**src/rtl/lcd_nibble_driver_if.sv**
```systemverilog
// Request/completion handshake with main_controller plus the LCD pin bundle.
// The driver owns the LCD pins; the controller only sees start/busy/finish.
interface lcd_nibble_driver_if;
  logic       lcd_start;
  logic       lcd_rs_in;
  logic [7:0] lcd_byte;
  logic       lcd_busy;
  logic       lcd_finish;
  logic       lcd_e;
  logic       lcd_rs;
  logic       lcd_rw;
  logic [3:0] lcd_data;

  modport master (
    output lcd_start, lcd_rs_in, lcd_byte,
    input  lcd_busy, lcd_finish
  );

  modport slave (
    input  lcd_start, lcd_rs_in, lcd_byte,
    output lcd_busy, lcd_finish, lcd_e, lcd_rs, lcd_rw, lcd_data
  );
endinterface

```
**src/rtl/lcd_nibble_driver.sv**
```systemverilog
// HD44780 4-bit write engine: one byte per request, split into two enable strobes,
// followed by the LCD execution wait and a one-clock finish pulse.
//
// state      | meaning
// IDLE       | waiting for lcd_start, lcd_e low
// HI_SETUP   | high nibble and RS on the bus, lcd_e low
// HI_PULSE   | lcd_e high for the high nibble
// HI_HOLD    | lcd_e low, high nibble still driven
// GAP        | idle spacing between the two nibbles
// LO_SETUP   | low nibble on the bus, lcd_e low
// LO_PULSE   | lcd_e high for the low nibble
// LO_HOLD    | lcd_e low, low nibble still driven
// EXEC       | waiting out the LCD instruction execution time
// DONE       | lcd_finish high for one clock
module lcd_nibble_driver #(
  parameter int SETUP_CYC     = 2,
  parameter int E_HIGH_CYC    = 12,
  parameter int GAP_CYC       = 50,
  parameter int EXEC_CYC      = 2000,
  parameter int LONG_EXEC_CYC = 82000,
  parameter int CNT_W         = 17
) (
  input  logic              clk,
  input  logic              rst,
  lcd_nibble_driver_if.slave bus
);

  typedef enum logic [3:0] {
    S_IDLE,
    S_HI_SETUP,
    S_HI_PULSE,
    S_HI_HOLD,
    S_GAP,
    S_LO_SETUP,
    S_LO_PULSE,
    S_LO_HOLD,
    S_EXEC,
    S_DONE
  } state_t;

  localparam logic [CNT_W-1:0] L_SETUP = CNT_W'(SETUP_CYC - 1);
  localparam logic [CNT_W-1:0] L_EHIGH = CNT_W'(E_HIGH_CYC - 1);
  localparam logic [CNT_W-1:0] L_GAP   = CNT_W'(GAP_CYC - 1);
  localparam logic [CNT_W-1:0] L_EXEC  = CNT_W'(EXEC_CYC - 1);
  localparam logic [CNT_W-1:0] L_LONG  = CNT_W'(LONG_EXEC_CYC - 1);

  state_t           r_state;
  logic [CNT_W-1:0] r_cnt;
  logic [7:0]       r_byte;
  logic             r_rs_lat;
  logic             r_e;
  logic             r_rs;
  logic [3:0]       r_data;
  logic             r_busy;
  logic             r_finish;

  state_t           w_state_nxt;
  logic [CNT_W-1:0] w_cnt_nxt;
  logic [7:0]       w_byte_nxt;
  logic             w_rs_lat_nxt;
  logic             w_e_nxt;
  logic             w_rs_nxt;
  logic [3:0]       w_data_nxt;
  logic             w_busy_nxt;
  logic             w_finish_nxt;
  logic             w_cnt_zero;
  logic             w_long;

  assign w_cnt_zero = (r_cnt == '0);
  // Clear display and return home (0x01..0x03) need the long execution wait.
  assign w_long = !r_rs_lat && (r_byte == 8'h01 || r_byte == 8'h02 || r_byte == 8'h03);

  always_comb begin
    w_state_nxt  = r_state;
    w_cnt_nxt    = w_cnt_zero ? '0 : r_cnt - 1'b1;
    w_byte_nxt   = r_byte;
    w_rs_lat_nxt = r_rs_lat;
    w_e_nxt      = r_e;
    w_rs_nxt     = r_rs;
    w_data_nxt   = r_data;
    w_busy_nxt   = r_busy;
    w_finish_nxt = 1'b0;
    case (r_state)
      S_IDLE: begin
        if (bus.lcd_start) begin
          w_state_nxt  = S_HI_SETUP;
          w_cnt_nxt    = L_SETUP;
          w_byte_nxt   = bus.lcd_byte;
          w_rs_lat_nxt = bus.lcd_rs_in;
          w_rs_nxt     = bus.lcd_rs_in;
          w_data_nxt   = bus.lcd_byte[7:4];
          w_busy_nxt   = 1'b1;
        end
      end
      S_HI_SETUP: begin
        if (w_cnt_zero) begin
          w_state_nxt = S_HI_PULSE;
          w_cnt_nxt   = L_EHIGH;
          w_e_nxt     = 1'b1;
        end
      end
      S_HI_PULSE: begin
        if (w_cnt_zero) begin
          w_state_nxt = S_HI_HOLD;
          w_cnt_nxt   = '0;
          w_e_nxt     = 1'b0;
        end
      end
      S_HI_HOLD: begin
        w_state_nxt = S_GAP;
        w_cnt_nxt   = L_GAP;
      end
      S_GAP: begin
        if (w_cnt_zero) begin
          w_state_nxt = S_LO_SETUP;
          w_cnt_nxt   = L_SETUP;
          w_data_nxt  = r_byte[3:0];
        end
      end
      S_LO_SETUP: begin
        if (w_cnt_zero) begin
          w_state_nxt = S_LO_PULSE;
          w_cnt_nxt   = L_EHIGH;
          w_e_nxt     = 1'b1;
        end
      end
      S_LO_PULSE: begin
        if (w_cnt_zero) begin
          w_state_nxt = S_LO_HOLD;
          w_cnt_nxt   = '0;
          w_e_nxt     = 1'b0;
        end
      end
      S_LO_HOLD: begin
        w_state_nxt = S_EXEC;
        w_cnt_nxt   = w_long ? L_LONG : L_EXEC;
      end
      S_EXEC: begin
        if (w_cnt_zero) begin
          w_state_nxt  = S_DONE;
          w_finish_nxt = 1'b1;
        end
      end
      S_DONE: begin
        w_state_nxt = S_IDLE;
        w_busy_nxt  = 1'b0;
      end
      default: begin
        w_state_nxt = S_IDLE;
        w_cnt_nxt   = '0;
        w_e_nxt     = 1'b0;
        w_busy_nxt  = 1'b0;
      end
    endcase
  end

  always_ff @(posedge clk) begin
    if (rst) begin
      r_state  <= S_IDLE;
      r_cnt    <= '0;
      r_byte   <= '0;
      r_rs_lat <= 1'b0;
      r_e      <= 1'b0;
      r_rs     <= 1'b0;
      r_data   <= '0;
      r_busy   <= 1'b0;
      r_finish <= 1'b0;
    end else begin
      r_state  <= w_state_nxt;
      r_cnt    <= w_cnt_nxt;
      r_byte   <= w_byte_nxt;
      r_rs_lat <= w_rs_lat_nxt;
      r_e      <= w_e_nxt;
      r_rs     <= w_rs_nxt;
      r_data   <= w_data_nxt;
      r_busy   <= w_busy_nxt;
      r_finish <= w_finish_nxt;
    end
  end

  assign bus.lcd_e      = r_e;
  assign bus.lcd_rs     = r_rs;
  assign bus.lcd_rw     = 1'b0;
  assign bus.lcd_data   = r_data;
  assign bus.lcd_busy   = r_busy;
  assign bus.lcd_finish = r_finish;

endmodule

```
**src/flat_wrapper.sv**
```systemverilog
// flat-port wrapper written by rule: the top's interface ports become plain ports
module lcd_nibble_driver_flat 
#(
  parameter int SETUP_CYC     = 2,
  parameter int E_HIGH_CYC    = 12,
  parameter int GAP_CYC       = 50,
  parameter int EXEC_CYC      = 2000,
  parameter int LONG_EXEC_CYC = 82000,
  parameter int CNT_W         = 17
)
  (clk, rst, bus_lcd_start, bus_lcd_rs_in, bus_lcd_byte, bus_lcd_busy, bus_lcd_finish, bus_lcd_e, bus_lcd_rs, bus_lcd_rw, bus_lcd_data);
  lcd_nibble_driver_if bus_i ();
  input  logic clk;
  input  logic rst;
  input wire logic [$bits(bus_i.lcd_start)-1:0] bus_lcd_start;
  input wire logic [$bits(bus_i.lcd_rs_in)-1:0] bus_lcd_rs_in;
  input wire logic [$bits(bus_i.lcd_byte)-1:0] bus_lcd_byte;
  output wire logic [$bits(bus_i.lcd_busy)-1:0] bus_lcd_busy;
  output wire logic [$bits(bus_i.lcd_finish)-1:0] bus_lcd_finish;
  output wire logic [$bits(bus_i.lcd_e)-1:0] bus_lcd_e;
  output wire logic [$bits(bus_i.lcd_rs)-1:0] bus_lcd_rs;
  output wire logic [$bits(bus_i.lcd_rw)-1:0] bus_lcd_rw;
  output wire logic [$bits(bus_i.lcd_data)-1:0] bus_lcd_data;
  assign bus_i.lcd_start = bus_lcd_start;
  assign bus_i.lcd_rs_in = bus_lcd_rs_in;
  assign bus_i.lcd_byte = bus_lcd_byte;
  assign bus_lcd_busy = bus_i.lcd_busy;
  assign bus_lcd_finish = bus_i.lcd_finish;
  assign bus_lcd_e = bus_i.lcd_e;
  assign bus_lcd_rs = bus_i.lcd_rs;
  assign bus_lcd_rw = bus_i.lcd_rw;
  assign bus_lcd_data = bus_i.lcd_data;
  lcd_nibble_driver #(.SETUP_CYC(SETUP_CYC), .E_HIGH_CYC(E_HIGH_CYC), .GAP_CYC(GAP_CYC), .EXEC_CYC(EXEC_CYC), .LONG_EXEC_CYC(LONG_EXEC_CYC), .CNT_W(CNT_W)) u_core (.clk(clk), .rst(rst), .bus(bus_i));
endmodule
```
**config.mk**
```make
export PLATFORM = sky130hd
export DESIGN_NAME = lcd_nibble_driver_flat
export DESIGN_NICKNAME = d
export VERILOG_FILES = /design/src/rtl/lcd_nibble_driver_if.sv /design/src/rtl/lcd_nibble_driver.sv /design/src/flat_wrapper.sv
export SDC_FILE = /design/constraint.sdc
export NUM_CORES = 1
export LEC_CHECK = 0
export CAP_MARGIN = 25
export CORE_MARGIN = 8
export CORE_UTILIZATION = 59
export CTS_CLUSTER_SIZE = 10
export DETAILED_ROUTE_END_ITERATION = 6
export PLACE_DENSITY = 0.84
export SLEW_MARGIN = 30
export SYNTH_ARGS = -nofsm -noshare
export SYNTH_HDL_FRONTEND = slang
export SYNTH_SLANG_ARGS = --single-unit
```
**constraint.sdc**
```tcl
create_clock -name clk -period 5.2 [get_ports clk]
set_input_delay 1.3 -clock clk [delete_from_list [all_inputs] [get_ports clk]]
set_output_delay 1.3 -clock clk [all_outputs]
set_load 0.02 [all_outputs]
```
==> reports/results.txt, run 1 <==
status = finished, final reports clean
Die X = 71.1 µm
PwrDens = 620 mW/mm²
global route overflow = 0
CTS clk-pin slew, worst paths = 0.10 ns
num ports = 21
Max Used Layer = met4
reg2reg end = u_core.r_state[0]
WHS Endpoint = u_core.r_byte[7]
Synth cell types = 45
largest area contributor in the netlist = dfxtp_1
Mean Syn Cell Area = 8.91 µm²
critical path required time = 5.46 ns
top cell type's share of synthesized area = 0.413
flop2flop setup slack = 3.26 ns
port buffer count = 19
RSZ-0062 raised after global routing = no
slew of the pin with the lowest slew margin = 0.762 ns
Max-slew headroom = 0.491
HPWL after DPL = 2540 µm
fin crit share = 0.548
sequential share of the synthesized area = 0.413
core outline area = 0.00298 mm²
CP top delay family = buffers and inverters
cts hold-fix bufs = 0
Residual DRC = 0
Reg2Reg Launch Point = u_core.r_cnt[13]
Warnings, synthesis = 0
Tot Pwr = 0.00126 W
drt total wl = 3360 µm
Num CTS Buffers = 5
Gate Count Post-Synth = 201
Area contributors post-synth = dfxtp_1 (41%), mux2i_1 (7.8%), nor2_1 (7.1%), xnor2_1 (5.9%), o21ai_0 (3.9%)
max cap viols = 0
slowest CP cell = clkdlybuf4s50_1
Worst Hold Class = register to register
Worst Skew = 0.00760 ns
DR WL/cell = 13.3 µm
Leak = 0.759 nW
Initial Util = 0.602
DR WL met2 = 1570 µm
Area Growth Syn to Fin = 13.5%
H-Tree Depth = 2
final setup violation count = 0
Crit Path Category = input pin to register
met1 WL = 1620 µm
R2R depth = 5
Highest Clock Rate = 351 MHz
dpl cells = 245
clock sinks = 37
CTS tree = built
DR vias = 1417
# nets final = 233
row count = 20
slowest stage delay, CP = 0.80 ns
Critical Path Start = rst
Antenna diodes = 0
Area after DPL = 0.00198 mm²
vias per std cell = 5.62
Iteration-0 DRC Markers = 36
met3 wire len = 124 µm
Tmin final = 2.85 ns
largest net degree at the start of global routing = 23
share of cells above drive strength 1 = 0.0685
VDD IR max = 277 µV
Final ANT Viol Nets = 0
PostCTS Resize Cnt = 0
startpoint class of the critical path = input pin
die area = 0.00506 mm²
most common flop cell mapped by yosys = dfxtp_1
Mapped Area = 0.00179 mm²
Longest Clk Path Bufs = 2
routability cong. = 0.819
Die Ht = 71.1 µm
Worst Path Max Fanout = 22
DRT Pass-1 Iters = 4
crit path DAT = 3.11 ns
Buf+Inv Stages, Crit Path = 1
number of synthesized flops with an enable pin = 0
total nets after synthesis = 215
Skew-Pair Late Insertion Delay = 0.33 ns
first-pass GRT wire length = 6030 µm
total global-route track usage = 0.144
postcts setup bufs = 0
critical path cell sequence = clkdlybuf4s50_1 -> nor2_1 -> and3_1 -> nand2_2 -> o21ai_0
Clock Root Buffer = clkbuf_4
Worst Hold Launch = u_core.r_byte[7]
setup TNS = 0 ns
hold depth = 2
vias in the first global route = 1382
asr flop ratio synth = 0
Pins Over Slew Limit = 0
Fin. Hold Viols = 0
initial antenna violation count = 0
synthesized flop and latch total = 37
Non-Filler Instances = 252
Critical Path Sink Type = register
design area = 0.00203 mm²
## stage by stage
step                      hold slack [ns]  utilization  setup slack, ns
after CTS                           0.515        0.683             2.38
after global routing                0.537        0.683             2.21
final                               0.506        0.683             2.35
after detailed placement            0.492        0.664             2.02
after global placement              0.474        0.664             2.08
after floorplan                     0.453            -             3.08
## cells in the final DEF (no fill, tap or decap), types with 3 or more instances in the layout
| master | synthesis | final |
|---|---|---|
| xnor2_1 | 12 | 12 |
| a211oi_1 | 4 | 4 |
| nand2_1 | 11 | 11 |
| mux2i_1 | 14 | 14 |
| or3_1 | 3 | 3 |
| clkbuf_4 | 0 | 5 |
| nor3_1 | 10 | 10 |
| a21oi_1 | 6 | 6 |
| dfxtp_1 | 37 | 37 |
| o21ai_0 | 14 | 14 |
| nand4b_1 | 3 | 3 |
| nor4_1 | 5 | 5 |
| inv_1 | 3 | 3 |
| nand3_1 | 4 | 4 |
| nor2_1 | 34 | 34 |
| xor2_1 | 4 | 4 |
| clkdlybuf4s50_1 | 0 | 19 |
## flip-flops by register name (all words and copies together) (netlist names)
register               cells
u_core.bus.lcd_busy        1
u_core.bus.lcd_data        4
u_core.bus.lcd_e           1
u_core.bus.lcd_finish      1
u_core.r_byte              8
u_core.r_cnt              17
u_core.r_rs_lat            1
u_core.r_state             4
## synth_stat cells, types with 2 or more instances
cell and count:
a211oi_1 4, a21oi_1 6, buf_2 3, buf_4 3, dfxtp_1 37, ha_1 2, inv_1 3, mux2i_1 14
nand2_1 11, nand3_1 4, nand4b_1 3, nor2_1 34, nor2b_1 2, nor3_1 10, nor4_1 5, o21ai_0 14
o311ai_0 2, or3_1 3, xnor2_1 12, xor2_1 4
## report_power, final
group	internal, W	switching [W]
sequential	0.000368	0.0000895
clock	0.0000639	0.0000866
combinational	0.000302	0.000352
total	0.000733	0.000528
## worst max path at each step
stage	to	slack [ns]	depth (start not counted)
6_report	u_core.r_cnt[6]	2.35	5
5_1_grt	u_core.r_cnt[16]	2.21	5
4_1_cts	u_core.r_cnt[7]	2.38	5
3_5_place_dp	u_core.r_cnt[6]	2.02	5
3_3_place_gp	u_core.r_cnt[14]	2.08	4
2_1_floorplan	u_core.r_cnt[14]	3.08	3
## area by class of cell
class / instances / area, µm²
Sequential cell: 37 / 741
Multi-Input combinational cell: 153 / 995
Timing Repair Buffer: 19 / 190
Clock buffer: 7 / 55.1
Fill cell: 236 / 945
Tap cell: 33 / 41.3
Inverter: 3 / 11.3
## worst reg2reg max path, cell delays in order (launching register included)
cell     delay [ns]
dfxtp_1        0.34
nor4_1         0.41
nand2_1        0.16
or3_4          0.42
a21oi_1        0.16
mux2_1         0.33
## routing by layer
metal / up-vias / global-route usage
li1: 738 / -
met1: 651 / 0.182
met2: 21 / 0.227
met3: 7 / 0.0424
met4: 0 / 0.0485
met5: - / 0
## kinds of logic after synthesis
kind of cell / synth area share
compound gates: 0.110
xor+xnor: 0.0782
fa+ha+maj: 0.0140
buf+inv: 0.0314
flops: 0.413
mux: 0.0845
other cells: 0.00209
simple gates: 0.267
No activity file was read; power rests on OpenSTA's default activity.
==> inputs of run 2 (changes only) <==
--- a/config.mk
+++ b/config.mk
@@ -7,10 +7,10 @@
 export LEC_CHECK = 0
 export CAP_MARGIN = 25
 export CORE_MARGIN = 8
-export CORE_UTILIZATION = 59
+export CORE_UTILIZATION = 49
 export CTS_CLUSTER_SIZE = 10
 export DETAILED_ROUTE_END_ITERATION = 6
-export PLACE_DENSITY = 0.84
+export PLACE_DENSITY = 0.74
 export SLEW_MARGIN = 30
 export SYNTH_ARGS = -nofsm -noshare
 export SYNTH_HDL_FRONTEND = slang
==> constraint.sdc (replaced) <==
create_clock -name clk -period 2.61 [get_ports clk]
set_input_delay 0.6525 -clock clk [delete_from_list [all_inputs] [get_ports clk]]
set_output_delay 0.6525 -clock clk [all_outputs]
set_load 0.02 [all_outputs]
==> reports/results.txt, run 2 (synthesized netlist as in run 1, its figures left out) <==
Worst Hold Class = register to register
largest net degree at the start of global routing = 20 (-13%)
drt total wl = 3470 µm (+3.2%)
row count = 22 (+10%)
max cap viols = 0 (unchanged)
CTS tree = built
Reg2Reg Launch Point = u_core.r_state[3]
postcts setup bufs = 0 (unchanged)
Residual DRC = 0 (unchanged)
clock sinks = 37 (unchanged)
critical path required time = 1.96 ns (-3.50 ns)
Die Ht = 76.5 µm (+7.5%)
VDD IR max = 617 µV (+120%)
slowest stage delay, CP = 0.62 ns (-0.18 ns)
Critical Path Start = u_core.r_rs_lat
Reg with most FFs = u_core.r_cnt
Tot Pwr = 0.00263 W (+110%)
PostCTS Resize Cnt = 0 (unchanged)
Skew-Pair Late Insertion Delay = 0.34 ns (about the same)
flop2flop setup slack = 0.69 ns (-2.57 ns)
Iteration-0 DRC Markers = 103 (+190%)
Area after DPL = 0.00200 mm² (+1.3%)
reg2reg end = u_core.r_state[0]
final setup violation count = 0 (unchanged)
total global-route track usage = 0.128 (-0.0156)
CTS clk-pin slew, worst paths = 0.11 ns (about the same)
PwrDens = 1260 mW/mm² (+100%)
Worst Path Max Fanout = 3 (-86%)
Buf+Inv Stages, Crit Path = 1 (unchanged)
Post-Route Utilization = 0.585 (-0.0978)
core outline area = 0.00358 mm² (+20%)
Die X = 76.5 µm (+7.5%)
R2R depth = 4 (-1)
design area = 0.00209 mm² (+3.0%)
num ports = 21 (unchanged)
cts hold-fix bufs = 0 (unchanged)
Setup crit end = bus_lcd_rs
Leak = 0.777 nW (+2.4%)
Max-slew headroom = 0.623 (+0.132)
dpl cells = 261 (+6.5%)
max reg flops = 17 (unchanged)
hold depth = 2 (unchanged)
setup TNS = 0 ns (unchanged)
most common cell after layout, fill and taps aside = dfxtp_1
vias per std cell = 5.30 (-5.8%)
H-Tree Depth = 2 (unchanged)
slowest CP cell = clkdlybuf4s50_1
vias in the first global route = 1395 (+0.94%)
fin crit share = 0.759
DR vias = 1425 (+0.56%)
crit path DAT = 1.33 ns (-1.78 ns)
CP top delay family = buffers and inverters
initial antenna violation count = 0 (unchanged)
first-pass GRT wire length = 6220 µm (+3.1%)
Area Growth Syn to Fin = 16.8%
WP depth = 1 (-4)
port buffer count = 19 (unchanged)
routability cong. = 0.777 (-5.2%)
Final ANT Viol Nets = 0 (unchanged)
most frequent cells in the layout = dfxtp_1 (37), nor2_1 (34), clkdlybuf4s50_1 (19)
Num CTS Buffers = 5 (unchanged)
die area = 0.00585 mm² (+16%)
Crit Path Category = register to output port
Highest Clock Rate = 505 MHz
slew of the pin with the lowest slew margin = 0.565 ns (-0.197 ns)
Tmin final = 1.98 ns
HPWL after DPL = 2560 µm (+0.81%)
largest registers = u_core.r_cnt: 17 flops, u_core.r_byte: 8 flops
DR WL/cell = 12.9 µm (-3.3%)
DRT Pass-1 Iters = 4 (unchanged)
Initial Util = 0.501 (-0.101)
Longest Clk Path Bufs = 2 (unchanged)
critical path cell sequence = clkdlybuf4s50_1
global route overflow = 0 (unchanged)
RSZ-0062 raised after global routing = no
Critical Path Sink Type = output port
status = finished, final reports clean
Pins Over Slew Limit = 0 (unchanged)
Clock Root Buffer = clkbuf_4
Worst Skew = 0.00494 ns (-0.00266 ns)
Fin. Hold Viols = 0 (unchanged)
Antenna diodes = 0 (unchanged)
startpoint class of the critical path = register
# nets final = 234 (+0.43%)
share of cells above drive strength 1 = 0.0814 (+0.0130)
Non-Filler Instances = 269 (+6.7%)
-- run 2: worst min path at each step --
stage / to / slack [ns] / start
after global routing: u_core.bus.lcd_data[1] / 0.56 / u_core.bus.lcd_data[1]
after floorplan: u_core.r_byte[7] / 0.45 / u_core.r_byte[7]
final: u_core.bus.lcd_data[0] / 0.50 / u_core.bus.lcd_data[0]
after global placement: u_core.r_byte[7] / 0.47 / u_core.r_byte[7]
after CTS: u_core.bus.lcd_data[0] / 0.51 / u_core.bus.lcd_data[0]
after detailed placement: u_core.r_byte[7] / 0.49 / u_core.r_byte[7]
-- run 2: through the flow --
| stage | setup slack (ns) | hold WS, ns |
|---|---|---|
| finish | 0.629 | 0.503 |
| global route | 0.465 | 0.556 |
| CTS | 0.605 | 0.508 |
| detailed placement | 0.517 | 0.486 |
| global placement | 0.560 | 0.472 |
| floorplan | 0.872 | 0.453 |
-- run 2: area by class of cell --
class	instances	area, µm²
timing repair buffer	20	198
multi-input combinational	153	995
sequential	37	741
clock inverter	2	37.5
inverter	3	11.3
fill	343	1490
tap	48	60.1
clock buffer	6	51.3
-- run 2: power by group --
part / total, W / internal (W) / switching, W
clock network: 0.000426 / 0.000228 / 0.000198
registers: 0.000914 / 0.000732 / 0.000182
logic: 0.00129 / 0.000602 / 0.000690
total: 0.00263 / 0.00156 / 0.00107
-- run 2: routing by layer --
metal,global-route usage,part of all wire
met1,0.164,0.50
met2,0.194,0.44
met3,0.0472,0.041
met4,0.0404,0.012
met5,0,0
==> inputs of run 3 (changes only) <==
==> constraint.sdc (replaced) <==
create_clock -name clk -period 1.65 [get_ports clk]
set_input_delay 0.4125 -clock clk [delete_from_list [all_inputs] [get_ports clk]]
set_output_delay 0.4125 -clock clk [all_outputs]
set_load 0.02 [all_outputs]
==> reports/results.txt, run 3 (synthesized netlist as in run 1, its figures left out) <==
Worst Hold Class = register to register
global route overflow = 0 (unchanged)
reg2reg end = u_core.r_state[0]
RSZ-0062 raised after global routing = yes
# nets final = 277 (+18%)
vias per std cell = 5.25 (-0.88%)
Reg power frac = 0.272 (-0.075)
CTS tree = built
clock sinks = 37 (unchanged)
routability cong. = 0.792 (+2.0%)
WP depth = 5 (+4)
startpoint class of the critical path = register
Num CTS Buffers = 5 (unchanged)
Tot Pwr = 0.00512 W (+94%)
Fin. Hold Viols = 0 (unchanged)
Area Growth Syn to Fin = 40.5%
Highest Clock Rate = 562 MHz
Critical Path Sink Type = register
vias in the first global route = 1596 (+14%)
Iteration-0 DRC Markers = 87 (-16%)
Area after DPL = 0.00232 mm² (+16%)
largest registers = u_core.r_cnt: 17 flops, u_core.r_byte: 8 flops
Clock power frac = 0.097 (-0.065)
num ports = 21 (unchanged)
first-pass GRT wire length = 7010 µm (+13%)
flop2flop setup slack = -0.13 ns (-0.82 ns)
final setup violation count = 15 (+15)
slowest CP cell = or3_4
Crit Path Category = register to register
DR vias = 1633 (+15%)
VDD IR max = 888 µV (+44%)
Antenna diodes = 0 (unchanged)
Final ANT Viol Nets = 0 (unchanged)
max cap viols = 0 (unchanged)
DR WL/cell = 13.7 µm (+6.0%)
PwrDens = 2030 mW/mm² (+62%)
critical path required time = 1.90 ns (-0.06 ns)
HPWL after DPL = 3000 µm (+17%)
Die Ht = 76.5 µm (unchanged)
slowest stage delay, CP = 0.42 ns (-0.20 ns)
total global-route track usage = 0.142 (+0.0137)
cts hold-fix bufs = 0 (unchanged)
R2R depth = 5 (+1)
DRT Pass-1 Iters = 4 (unchanged)
initial antenna violation count = 0 (unchanged)
core outline area = 0.00358 mm² (unchanged)
port buffer count = 19 (unchanged)
Residual DRC = 0 (unchanged)
Initial Util = 0.501 (unchanged)
Setup WS post-layout = -0.130 ns (-0.760 ns)
share of cells above drive strength 1 = 0.304 (+0.223)
switching pwr = 0.00205 W (+92%)
Clock Root Buffer = clkbuf_4
critical path cell sequence = nor4_4 -> nand2b_2 -> or3_4 -> a21oi_2 -> mux2_4
Pins Over Slew Limit = 0 (unchanged)
Logic pwr share = 0.631 (+0.140)
H-Tree Depth = 2 (unchanged)
most common cell after layout, fill and taps aside = buf_4
crit path DAT = 2.03 ns (+0.70 ns)
max reg flops = 17 (unchanged)
largest net degree at the start of global routing = 19 (-5.0%)
design area = 0.00252 mm² (+20%)
Die X = 76.5 µm (unchanged)
Post-Route Utilization = 0.703 (+0.119)
failing checks = negative setup slack
fin crit share = 1.08
Buf+Inv Stages, Crit Path = 0 (-1)
die area = 0.00585 mm² (unchanged)
most frequent cells in the layout = buf_4 (38), nor2_1 (32), dfxtp_1 (31)
Setup crit end = u_core.r_state[0]
Tmin final = 1.78 ns
Reg2Reg Launch Point = u_core.r_cnt[6]
CTS clk-pin slew, worst paths = 0.11 ns (about the same)
Worst Path Max Fanout = 4 (+1)
Critical Path Start = u_core.r_cnt[6]
Longest Clk Path Bufs = 2 (unchanged)
Skew-Pair Late Insertion Delay = 0.35 ns (about the same)
Reg with most FFs = u_core.r_cnt
Leak = 1.04 nW (+34%)
row count = 22 (unchanged)
drt total wl = 4250 µm (+23%)
Worst Skew = 0.0140 ns (+0.00902 ns)
internal power = 0.00306 W (+96%)
CP top delay family = simple AND/OR/NAND/NOR gates
net switching share of the total power = 0.401 (-0.00531)
status = finished with violations
==> run 3: timing repair <==
item	in CTS	in global routing
gates resized for setup	15	22
setup endpoints to repair	24	24
setup buffers	0	8
pin swaps	5	13
==> run 3: layer usage <==
metal	vias up	track usage	part of all wire
met4	0	0.0500	0.018
li1	830	-	-
met1	757	0.168	0.45
met2	37	0.236	0.48
met3	9	0.0436	0.049
met5	-	0	0
==> run 3: final cells by class <==
class / count / area (µm²)
Multi-Input combinational cell: 153 / 1080
Fill cell: 289 / 1060
Sequential cell: 37 / 751
Timing Repair Buffer: 63 / 559
Tap cell: 48 / 60.1
Inverter: 3 / 11.3
Clock buffer: 7 / 55.1
==> run 3: worst register-to-register path: cells and delay by family (launching register included) <==
kind	cells	cell delay, ns
AOI/OAI and AO/OA	1	0.17
DFF	1	0.38
muxes	1	0.31
and+or+nand+nor	3	0.83
==> run 3: worst min path at each step <==
stage                                   to  cells past startpoint              startpoint
floorplan                 u_core.r_byte[7]                      2        u_core.r_byte[7]
global placement          u_core.r_byte[7]                      2        u_core.r_byte[7]
detailed placement        u_core.r_byte[7]                      2        u_core.r_byte[7]
CTS                       u_core.r_byte[7]                      2        u_core.r_byte[7]
global route        u_core.bus.lcd_data[2]                      2  u_core.bus.lcd_data[2]
finish                    u_core.r_byte[7]                      2        u_core.r_byte[7]
==> run 3: stage by stage <==
step	cells	setup TNS (ns)	hold WS, ns	setup WS (ns)
after floorplan	201	-0.0365	0.453	-0.0365
after global placement	296	-0.924	0.472	-0.0808
after detailed placement	296	-1.72	0.479	-0.122
after CTS	303	-0.129	0.505	-0.0888
after global routing	311	-2.09	0.530	-0.178
final	311	-0.548	0.504	-0.130
==> run 3: power groups by stage <==
| stage | registers (W) | clock network (W) | logic, W |
|---|---|---|---|
| after floorplan | 0.00144 | 0 | 0.00170 |
| after global placement | 0.00138 | 0 | 0.00276 |
| after detailed placement | 0.00139 | 0 | 0.00281 |
| after CTS | 0.00137 | 0.000501 | 0.00285 |
| after global routing | 0.00143 | 0.000549 | 0.00352 |
| final | 0.00139 | 0.000496 | 0.00323 |
